`src/rtl/shift_sequencer.sv`:
```
`default_nettype none
// ============================================================================
//  Module   : shift_sequencer
//  Purpose  : Two-requester arbiter and sequencer for a 1-bit/clock left shifter.
//             Define SHIFT_SEQ_RR_EN for round-robin arbitration (default: fixed).
//  Revision : 1.0  initial release
// ============================================================================
module shift_sequencer #(
   parameter int n  = 4,
   parameter int AW = 3
) (
   input  logic          clock,
   input  logic          reset_n,
   input  logic          req0,
   input  logic [n-1:0]  op0,
   input  logic [AW-1:0] amt0,
   input  logic          req1,
   input  logic [n-1:0]  op1,
   input  logic [AW-1:0] amt1,
   output logic          ack0,
   output logic          ack1,
   output logic [n-1:0]  result,
   output logic          busy,
   output logic [1:0]    gnt,
   output logic          sh_en,
   output logic [n-1:0]  sh_in,
   input  logic [n-1:0]  sh_out
);

   typedef enum logic [1:0] {
      IDLE  = 2'd0,
      SHIFT = 2'd1,
      DONE  = 2'd2
   } state_t;

   localparam logic [AW-1:0] c_AMT_MAX = AW'(n);

   state_t        r_state;
   state_t        w_next;
   logic [n-1:0]  r_op_q;
   logic [AW-1:0] r_cnt;
   logic          r_first;
   logic          r_amt_nz;
   logic [1:0]    r_gnt;

   logic          w_accept;
   logic          w_pick1;
   logic [n-1:0]  w_op_sel;
   logic [AW-1:0] w_amt_sel;
   logic [AW-1:0] w_amt_clamp;

   assign w_accept = req0 | req1;

`ifdef SHIFT_SEQ_RR_EN
   // r_ptr=1 gives requester 1 priority on a tie; it points away from the last served.
   logic r_ptr;

   always_ff @(posedge clock or negedge reset_n) begin
      if (!reset_n) begin
         r_ptr <= 1'b0;
      end else if (r_state == DONE) begin
         r_ptr <= r_gnt[0];
      end
   end

   assign w_pick1 = req1 & (~req0 | r_ptr);
`else
   assign w_pick1 = req1 & ~req0;
`endif

   assign w_op_sel    = w_pick1 ? op1  : op0;
   assign w_amt_sel   = w_pick1 ? amt1 : amt0;
   assign w_amt_clamp = (w_amt_sel > c_AMT_MAX) ? c_AMT_MAX : w_amt_sel;

   always_ff @(posedge clock or negedge reset_n) begin
      if (!reset_n) begin
         r_state  <= IDLE;
         r_op_q   <= '0;
         r_cnt    <= '0;
         r_first  <= 1'b0;
         r_amt_nz <= 1'b0;
         r_gnt    <= 2'b00;
      end else begin
         r_state <= w_next;
         case (r_state)
            IDLE: begin
               if (w_accept) begin
                  r_op_q   <= w_op_sel;
                  r_cnt    <= w_amt_clamp;
                  r_amt_nz <= (w_amt_clamp != '0);
                  r_first  <= 1'b1;
                  r_gnt    <= w_pick1 ? 2'b10 : 2'b01;
               end
            end
            SHIFT: begin
               r_cnt   <= r_cnt - AW'(1);
               r_first <= 1'b0;
            end
            DONE: begin
               r_gnt <= 2'b00;
            end
            default: ;
         endcase
      end
   end

   // Outputs decode from state alone so an asynchronous reset clears them at once.
   always_comb begin
      w_next = r_state;
      sh_en  = 1'b0;
      sh_in  = '0;
      result = '0;
      ack0   = 1'b0;
      ack1   = 1'b0;
      gnt    = 2'b00;
      busy   = (r_state != IDLE);
      case (r_state)
         IDLE: begin
            if (w_accept) begin
               w_next = (w_amt_clamp == '0) ? DONE : SHIFT;
            end
         end
         SHIFT: begin
            sh_en = 1'b1;
            sh_in = r_first ? r_op_q : sh_out;
            gnt   = r_gnt;
            if (r_cnt == AW'(1)) begin
               w_next = DONE;
            end
         end
         DONE: begin
            result = r_amt_nz ? sh_out : r_op_q;
            ack0   = r_gnt[0];
            ack1   = r_gnt[1];
            gnt    = r_gnt;
            w_next = IDLE;
         end
         default: begin
            w_next = IDLE;
         end
      endcase
   end

endmodule
`default_nettype wire

```
`config.mk`:
```
export PLATFORM = sky130hd
export DESIGN_NAME = shift_sequencer
export DESIGN_NICKNAME = d
export VERILOG_FILES = /design/src/rtl/shift_sequencer.sv
export SDC_FILE = /design/constraint.sdc
export NUM_CORES = 1
export LEC_CHECK = 0
export CORE_MARGIN = 10
export CORE_UTILIZATION = 43
export CTS_CLUSTER_DIAMETER = 100
export DETAILED_ROUTE_END_ITERATION = 10
export PLACE_DENSITY = 0.78
export SLEW_MARGIN = 10
export SYNTH_ARGS = -nofsm -noshare
export SYNTH_HDL_FRONTEND = slang
export SYNTH_SLANG_ARGS = --single-unit
export TNS_END_PERCENT = 10
```
`constraint.sdc`:
```
create_clock -name clock -period 1.84 [get_ports clock]
set_input_delay 0.368 -clock clock [delete_from_list [all_inputs] [get_ports clock]]
set_output_delay 0.368 -clock clock [all_outputs]
set_load 0.005 [all_outputs]
```
==> flow_summary.json, run 1 <==
{
  "slew_violations": 0,
  "grtUsageTotal_pct": 12.31,
  "clockBufferDepth": 2,
  "crit_top_cell": "inv_2",
  "drt-initial-drc-count": 30,
  "via_per_inst": 5.366,
  "cp.required_ns": 1.47,
  "async_reset_ff_share_pct": 100.0,
  "die_h_um": 67.12,
  "avgSynthCellArea_um2": 8.601,
  "irDropWorstVdd_mv": 0.7574,
  "antenna_found_initial": 0,
  "synth_edf_count": 0,
  "yosysWarnings": 0,
  "nets": 183,
  "start_util_pct": 44.00,
  "layout-drive-gt1-share_pct": 15.48,
  "overflow": 0,
  "clk_pin_slew_ns": 0.08,
  "path_buf_inv": 3,
  "cp-end-kind": "primary output",
  "timing.final.hold_violations": 0,
  "ant_nets": 0,
  "fin_crit_sh_pct": 96.28,
  "nFillCells": 191,
  "rows": 17,
  "clk-insertion-delay-late_ns": 0.27,
  "yosys-top-cells-count": "13 x dfrtp_1, 11 x mux2i_1, 11 x nor2_1",
  "critPathArrivalTime_ns": 1.40,
  "grt_pass1_vias": 993,
  "setup.worst_path.class": "flip-flop to primary output",
  "diodes": 0,
  "gp_congestion": 0.8317,
  "cts_made_buffers": 3,
  "place_ws_ns": -0.1034,
  "crit_fanout": 7,
  "synth_top_flop_cell": "dfrtp_1",
  "core-area_mm2": 0.002170,
  "area_growth_pct": 50.72,
  "ys_seq_elements": 13,
  "htreeDepth": 1,
  "synth.top_cell.area_share_pct": 34.08,
  "outcome": "finished, final reports clean",
  "grt_max_degree": 14,
  "hp-class": "input pin to asynchronous set/reset pin",
  "grt_pass1_wl_mm": 4.505,
  "syn_inst": 111,
  "portBuffers": 35,
  "vias": 982,
  "fin_worst_skew_ns": 0.0005105,
  "yosysMostFrequentCell": "dfrtp_1",
  "maxCapViolCount": 0,
  "clock_sinks": 13,
  "cpMaxStageDelayCell": "dfrtp_1",
  "first_pass_iters": 4,
  "synthesis.nets": 138,
  "reg2reg_depth": 5,
  "path_cells": "inv_2 -> ha_2 -> inv_2 -> nor2_1 -> clkdlybuf4s15_1",
  "worst_slew_pin_slew_ns": 0.6033,
  "p_per_area_mw_per_mm2": 1259,
  "startpoint_type": "flip-flop",
  "r2r-start": "r_state[0]$_DFFE_PN0P_",
  "cts_tree": "done",
  "remaining_drc_errors": 0,
  "hpwlAfterDp_mm": 2.275,
  "routed_wl_mm": 2.846,
  "synthDistinctLibCells": 32,
  "synth_top_area_cell": "dfrtp_1",
  "fin_ws_ns": 0.06838,
  "seq_area_frac_synth_pct": 34.08,
  "worst_path_largest_cell_delay_ns": 0.42,
  "relSlewSlack_pct": 59.66,
  "leakagePower_uw": 0.0007374,
  "r2r_setup_slack_ns": 0.14,
  "fin_crit_ns": 1.772,
  "clock.fmax_ghz": 0.5645,
  "setup_viol": 0,
  "die_w_um": 67.12,
  "die_area_mm2": 0.004505,
  "wire_per_inst_um": 15.55,
  "clock-root-buffer": "clkbuf_4",
  "cpLargestDelayFamily": "flip-flops",
  "worstReg2RegEnd": "r_cnt[1]$_DFFE_PN0P_",
  "tns_ns": 0,
  "synthesis.area_um2": 954.7,
  "synthTopCellsByArea": "dfrtp_1 34%, mux2i_1 12%, ha_1 6.6%",
  "pin_count": 36
}
[sequential cells by signal (all words and copies together), names as in the netlist]
register  count
r_amt_nz      1
r_cnt         3
r_first       1
r_op_q        4
r_gnt         2
r_state       2
[layout by cell type, fill, tap and decap left out, drive strengths merged, types with 2 or more instances in the layout]
cell	Yosys	layout
clkdlybuf4s50	0	21
dfrtp	13	13
buf	4	12
o21ai	12	12
mux2i	11	11
nor2	11	11
nand2	8	8
inv	8	8
nor2b	6	6
dlygate4sd2	0	5
dlymetal6s2s	0	5
clkbuf	3	5
ha	5	5
and2	4	4
a22oi	4	4
nor3	3	3
a21oi	3	3
clkdlybuf4s15	0	3
nand2b	2	2
[worst reg2reg max path, stage by stage (launching register included)]
cell	delay, ns
dfrtp_1	0.42
inv_2	0.10
ha_2	0.20
or3b_4	0.40
a311o_1	0.36
a31oi_1	0.15
[worst max-delay path by stage]
| stage | start | end | depth (start not counted) |
|---|---|---|---|
| 3_3_place_gp | sh_out[2] | result[2] | 4 |
| 4_1_cts | r_state[0]$_DFFE_PN0P_ | result[3] | 4 |
| 2_1_floorplan | r_state[0]$_DFFE_PN0P_ | r_cnt[1]$_DFFE_PN0P_ | 6 |
| 6_report | r_state[1]$_DFFE_PN0P_ | sh_in[1] | 5 |
| 3_5_place_dp | sh_out[1] | sh_in[1] | 4 |
| 5_1_grt | r_state[0]$_DFFE_PN0P_ | result[1] | 4 |
[cell type report]
class | count | area [um2] | share of cell area, %
repair buffers | 47 | 441.7 | 30.70
flip-flops and latches | 13 | 325.3 | 22.61
well taps | 28 | 35.03 | 2.435
multi-input cells | 83 | 580.6 | 40.35
inverters | 8 | 30.03 | 2.087
clock buffers | 4 | 26.28 | 1.826
[metrics by stage]
stage	area (um2)	hold WS (ns)	instances	total power, uW	util (%)
final	1439	0.4681	183	1811	66.32
after global routing	1439	0.5030	183	1952	66.32
after CTS	1416	0.4725	182	1794	65.28
after detailed placement	1386	0.5052	178	1628	63.90
after global placement	1386	0.4879	178	1589	63.90
after floorplan	954.7	0.07241	111	1161	-
[cell families (layout without fill, tap and decap cells)]
group / after synthesis / in the layout / share of synthesized area [%]
buffers and inverters: 15 / 59 / 6.946
DFF: 13 / 13 / 34.08
AOI/OAI and AO/OA: 28 / 28 / 19.40
and+or+nand+nor: 39 / 39 / 21.49
adders and majority gates: 5 / 5 / 6.553
muxes: 11 / 11 / 11.53
[power by group]
group	switching (uW)	internal, uW	leakage, uW	total (uW)
registers	152	423	0.000156	576
logic	491	562	0.000566	1050
clock network	97.6	84.0	0.0000150	182
total	741	1070	0.000737	1810
[routing by layer]
metal / GRT usage [%] / vias up / wire length, um
met2: 21.45 / 30 / 1430
met3: 2.513 / 2 / 133
met4: 5.128 / 0 / 24
met1: 14.26 / 471 / 1258
met5: 0 / - / 0
li1: - / 479 / -
[timing repair]
action	CTS	global route
hold buffers	0	0
cloned	0	0
endpoints found under the setup margin	14	9
setup buffers	0	1
gates resized for setup	15	11
(Power assumes the default switching activity.)
==> run 2: changes to the inputs <==
ABC_AREA = 1   (was unset)
PLACE_DENSITY = 0.79   (was 0.78)
==> run 2 against run 1 <==
Net effect: the run now ends with setup timing left; synthesized cell count grew 24%; fmax is 3.8% lower; design area down 4.8%; wire length fell by 5.8%; critical path depth grew 1; worst setup slack worse by 0.069 ns.
==> flow_summary.json, run 2 <==
{
  "area_growth_pct": 46.39,
  "crit_fanout": 2,
  "combPwrFrac_pct": 60.5,
  "first_pass_iters": 4,
  "portBuffers": 35,
  "fin_crit_sh_pct": 100.0,
  "die_w_um": 66.66,
  "grt_pass1_wl_mm": 4.602,
  "yosysWarnings": 0,
  "reg_top3": "r_op_q: 4 flops, r_cnt: 3 flops",
  "start_util_pct": 46.29,
  "relSlewSlack_pct": 59.47,
  "core-area_mm2": 0.002022,
  "drt-initial-drc-count": 62,
  "p_switching_uw": 789.6,
  "synthesis.nets": 165,
  "diodes": 0,
  "r2r_setup_slack_ns": 0.29,
  "timing.final.hold_violations": 0,
  "clockBufferDepth": 2,
  "tns_ns": -0.001207,
  "rows": 16,
  "worstSetupEndpoint": "gnt[1]",
  "clock.fmax_ghz": 0.5433,
  "yosys-top-cells-count": "29 x nand2_1, 28 x inv_1, 13 x dfrtp_1, 13 x o21ai_0, 12 x a21oi_1",
  "via_per_inst": 5.034,
  "overflow": 0,
  "worstSetupStartpoint": "r_state[1]$_DFFE_PN0P_",
  "fin_worst_skew_ns": 0.004420,
  "yosysMostFrequentCell": "nand2_1",
  "violations": "setup timing",
  "leakagePower_uw": 0.0007929,
  "syn_inst": 138,
  "final_util_pct": 67.76,
  "gp_congestion": 0.7866,
  "r2r-start": "r_state[1]$_DFFE_PN0P_",
  "setup.worst_path.class": "flip-flop to primary output",
  "synth_edf_count": 0,
  "vias": 1037,
  "largest_reg_flops": 4,
  "reg2reg_depth": 8,
  "cpLargestDelayFamily": "buffers and inverters",
  "antenna_found_initial": 0,
  "synthesis.area_um2": 935.9,
  "grt_pass1_vias": 1040,
  "cp-end-kind": "primary output",
  "pin_count": 36,
  "cpMaxStageDelayCell": "dfrtp_1",
  "p_per_area_mw_per_mm2": 1321,
  "die_h_um": 66.66,
  "rsz0062_at_grt": "yes",
  "grtUsageTotal_pct": 13.04,
  "final_cells": 206,
  "clk_pin_slew_ns": 0.08,
  "worst_slew_pin_slew_ns": 0.6060,
  "holdWs_ns": 0.4594,
  "maxCapViolCount": 0,
  "netSwitchingFraction_pct": 43.63,
  "slew_violations": 0,
  "crit_cells": 6,
  "wire_per_inst_um": 13.02,
  "synthTopCellsByArea": "dfrtp_1 35%, nand2_1 12%, inv_1 11%",
  "critPathArrivalTime_ns": 1.47,
  "path_cells": "inv_2 -> buf_4 -> ha_1 -> nand2_1 -> inv_1 -> dlygate4sd2_1",
  "startpoint_type": "flip-flop",
  "hp-class": "input pin to asynchronous set/reset pin",
  "cp.required_ns": 1.47,
  "worst_path_largest_cell_delay_ns": 0.37,
  "remaining_drc_errors": 0,
  "htreeDepth": 1,
  "nets": 207,
  "p_seq_share_pct": 29.4,
  "p_int_uw": 1020,
  "clkPwrFrac_pct": 10.0,
  "layout-drive-gt1-share_pct": 12.85,
  "worstReg2RegEnd": "r_op_q[1]$_DFFE_PN0P_",
  "cts_made_buffers": 3,
  "irDropWorstVdd_mv": 0.6321,
  "synth.top_cell.area_share_pct": 34.76,
  "path_buf_inv": 4,
  "synth_top_flop_cell": "dfrtp_1",
  "ant_nets": 0,
  "synth_top_area_cell": "dfrtp_1",
  "avgSynthCellArea_um2": 6.782,
  "async_reset_ff_share_pct": 100.0,
  "ys_seq_elements": 13,
  "grt_max_degree": 14,
  "hpwlAfterDp_mm": 2.149,
  "outcome": "complete, but fails checks",
  "seq_area_frac_synth_pct": 34.76,
  "routed_wl_mm": 2.682,
  "final_cell_mix": "29 x nand2_1, 26 x inv_1, 21 x clkdlybuf4s50_1",
  "fin_crit_ns": 1.841,
  "clk-insertion-delay-late_ns": 0.28,
  "die_area_mm2": 0.004443,
  "clock_sinks": 13,
  "fin_ws_ns": -0.0007251,
  "top_register": "r_op_q",
  "clock-root-buffer": "clkbuf_4",
  "final_common_cell": "nand2_1",
  "cts_tree": "done",
  "dp.cells": 201,
  "synthDistinctLibCells": 18,
  "setup_viol": 2
}
==> run 2: cell count changes in the layout (fill, tap and decap cells not counted), moves of 4 or more <==
cell      before  now
a22oi_1        4    0
o22ai_1        0    6
inv_1          5   26
nor2b_1        6    0
nand3_1        0    8
and2_1         4    0
mux2i_1       11    0
nand2_1        8   29
buf_4         12    7
clkbuf_2       1    5
a21oi_1        3   12
==> run 2: what timing repair did <==
item	CTS	global route
buffers inserted	1	0
hold buffers	0	0
endpoints found under the setup margin	14	13
resized for setup	14	17
endpoints found under the hold margin	0	0
==> run 2: worst min-delay path by stage <==
stage               cells after the start                      to  slack, ns                    from
CTS                                     1    r_gnt[0]$_DFFE_PN0P_       0.49                 reset_n
global placement                        2  r_state[0]$_DFFE_PN0P_       0.50  r_state[0]$_DFFE_PN0P_
finish                                  1    r_gnt[0]$_DFFE_PN0P_       0.46                 reset_n
floorplan                               0    r_amt_nz$_DFFE_PN0P_       0.07                 reset_n
detailed placement                      2  r_state[0]$_DFFE_PN0P_       0.52  r_state[0]$_DFFE_PN0P_
global route                            1    r_gnt[0]$_DFFE_PN0P_       0.49                 reset_n
==> run 2: power by group through the flow <==
| stage | Combinational, uW | Sequential [uW] | Clock (uW) |
|---|---|---|---|
| 6_report | 1100 | 533 | 182 |
| 5_1_grt | 1270 | 548 | 205 |
| 4_1_cts | 1120 | 526 | 184 |
| 3_5_place_dp | 1120 | 525 | 0 |
| 3_3_place_gp | 1080 | 517 | 0 |
| 2_1_floorplan | 694 | 487 | 0 |
==> run 2: layout make-up <==
type | count | area (um2)
Sequential cell | 13 | 326.6
Inverter | 29 | 108.9
Timing Repair Buffer | 42 | 385.4
Clock buffer | 4 | 26.28
Tap cell | 27 | 33.78
Fill cell | 168 | 651.9
Multi-Input combinational cell | 91 | 489.2
==> run 2: through the flow <==
stage	power (uW)	setup slack, ns	area, um2
after floorplan	1182	0.4938	935.9
after global routing	2023	-0.09874	1370
final	1810	-0.0007251	1370
after CTS	1833	-0.1884	1375
after detailed placement	1649	-0.1351	1328
after global placement	1600	-0.07674	1328
==> run 2: cell families (layout without fill, tap and decap cells) <==
| logic type | after synthesis | count (layout) | share of synthesized area [%] |
|---|---|---|---|
| compound gates | 35 | 35 | 19.52 |
| xor+xnor | 1 | 1 | 0.9360 |
| fa+ha+maj | 5 | 5 | 6.684 |
| buf+inv | 34 | 75 | 15.64 |
| flops | 13 | 13 | 34.76 |
| simple gates | 50 | 50 | 22.46 |
==> run 2: routing by layer <==
| metal | vias to the layer above | share of wire, % | track usage [%] |
|---|---|---|---|
| met3 | 5 | 8.0 | 4.682 |
| met2 | 45 | 47 | 22.16 |
| met1 | 466 | 43 | 13.54 |
| li1 | 521 | - | - |
| met4 | 0 | 1.7 | 7.330 |
| met5 | - | 0 | 0 |
==> run 3: changes to the inputs <==
GPL_ROUTABILITY_DRIVEN = 0   (was unset)
==> results of run 3 <==
No change in the layout: final DEF, timing and power equal those of run 2.
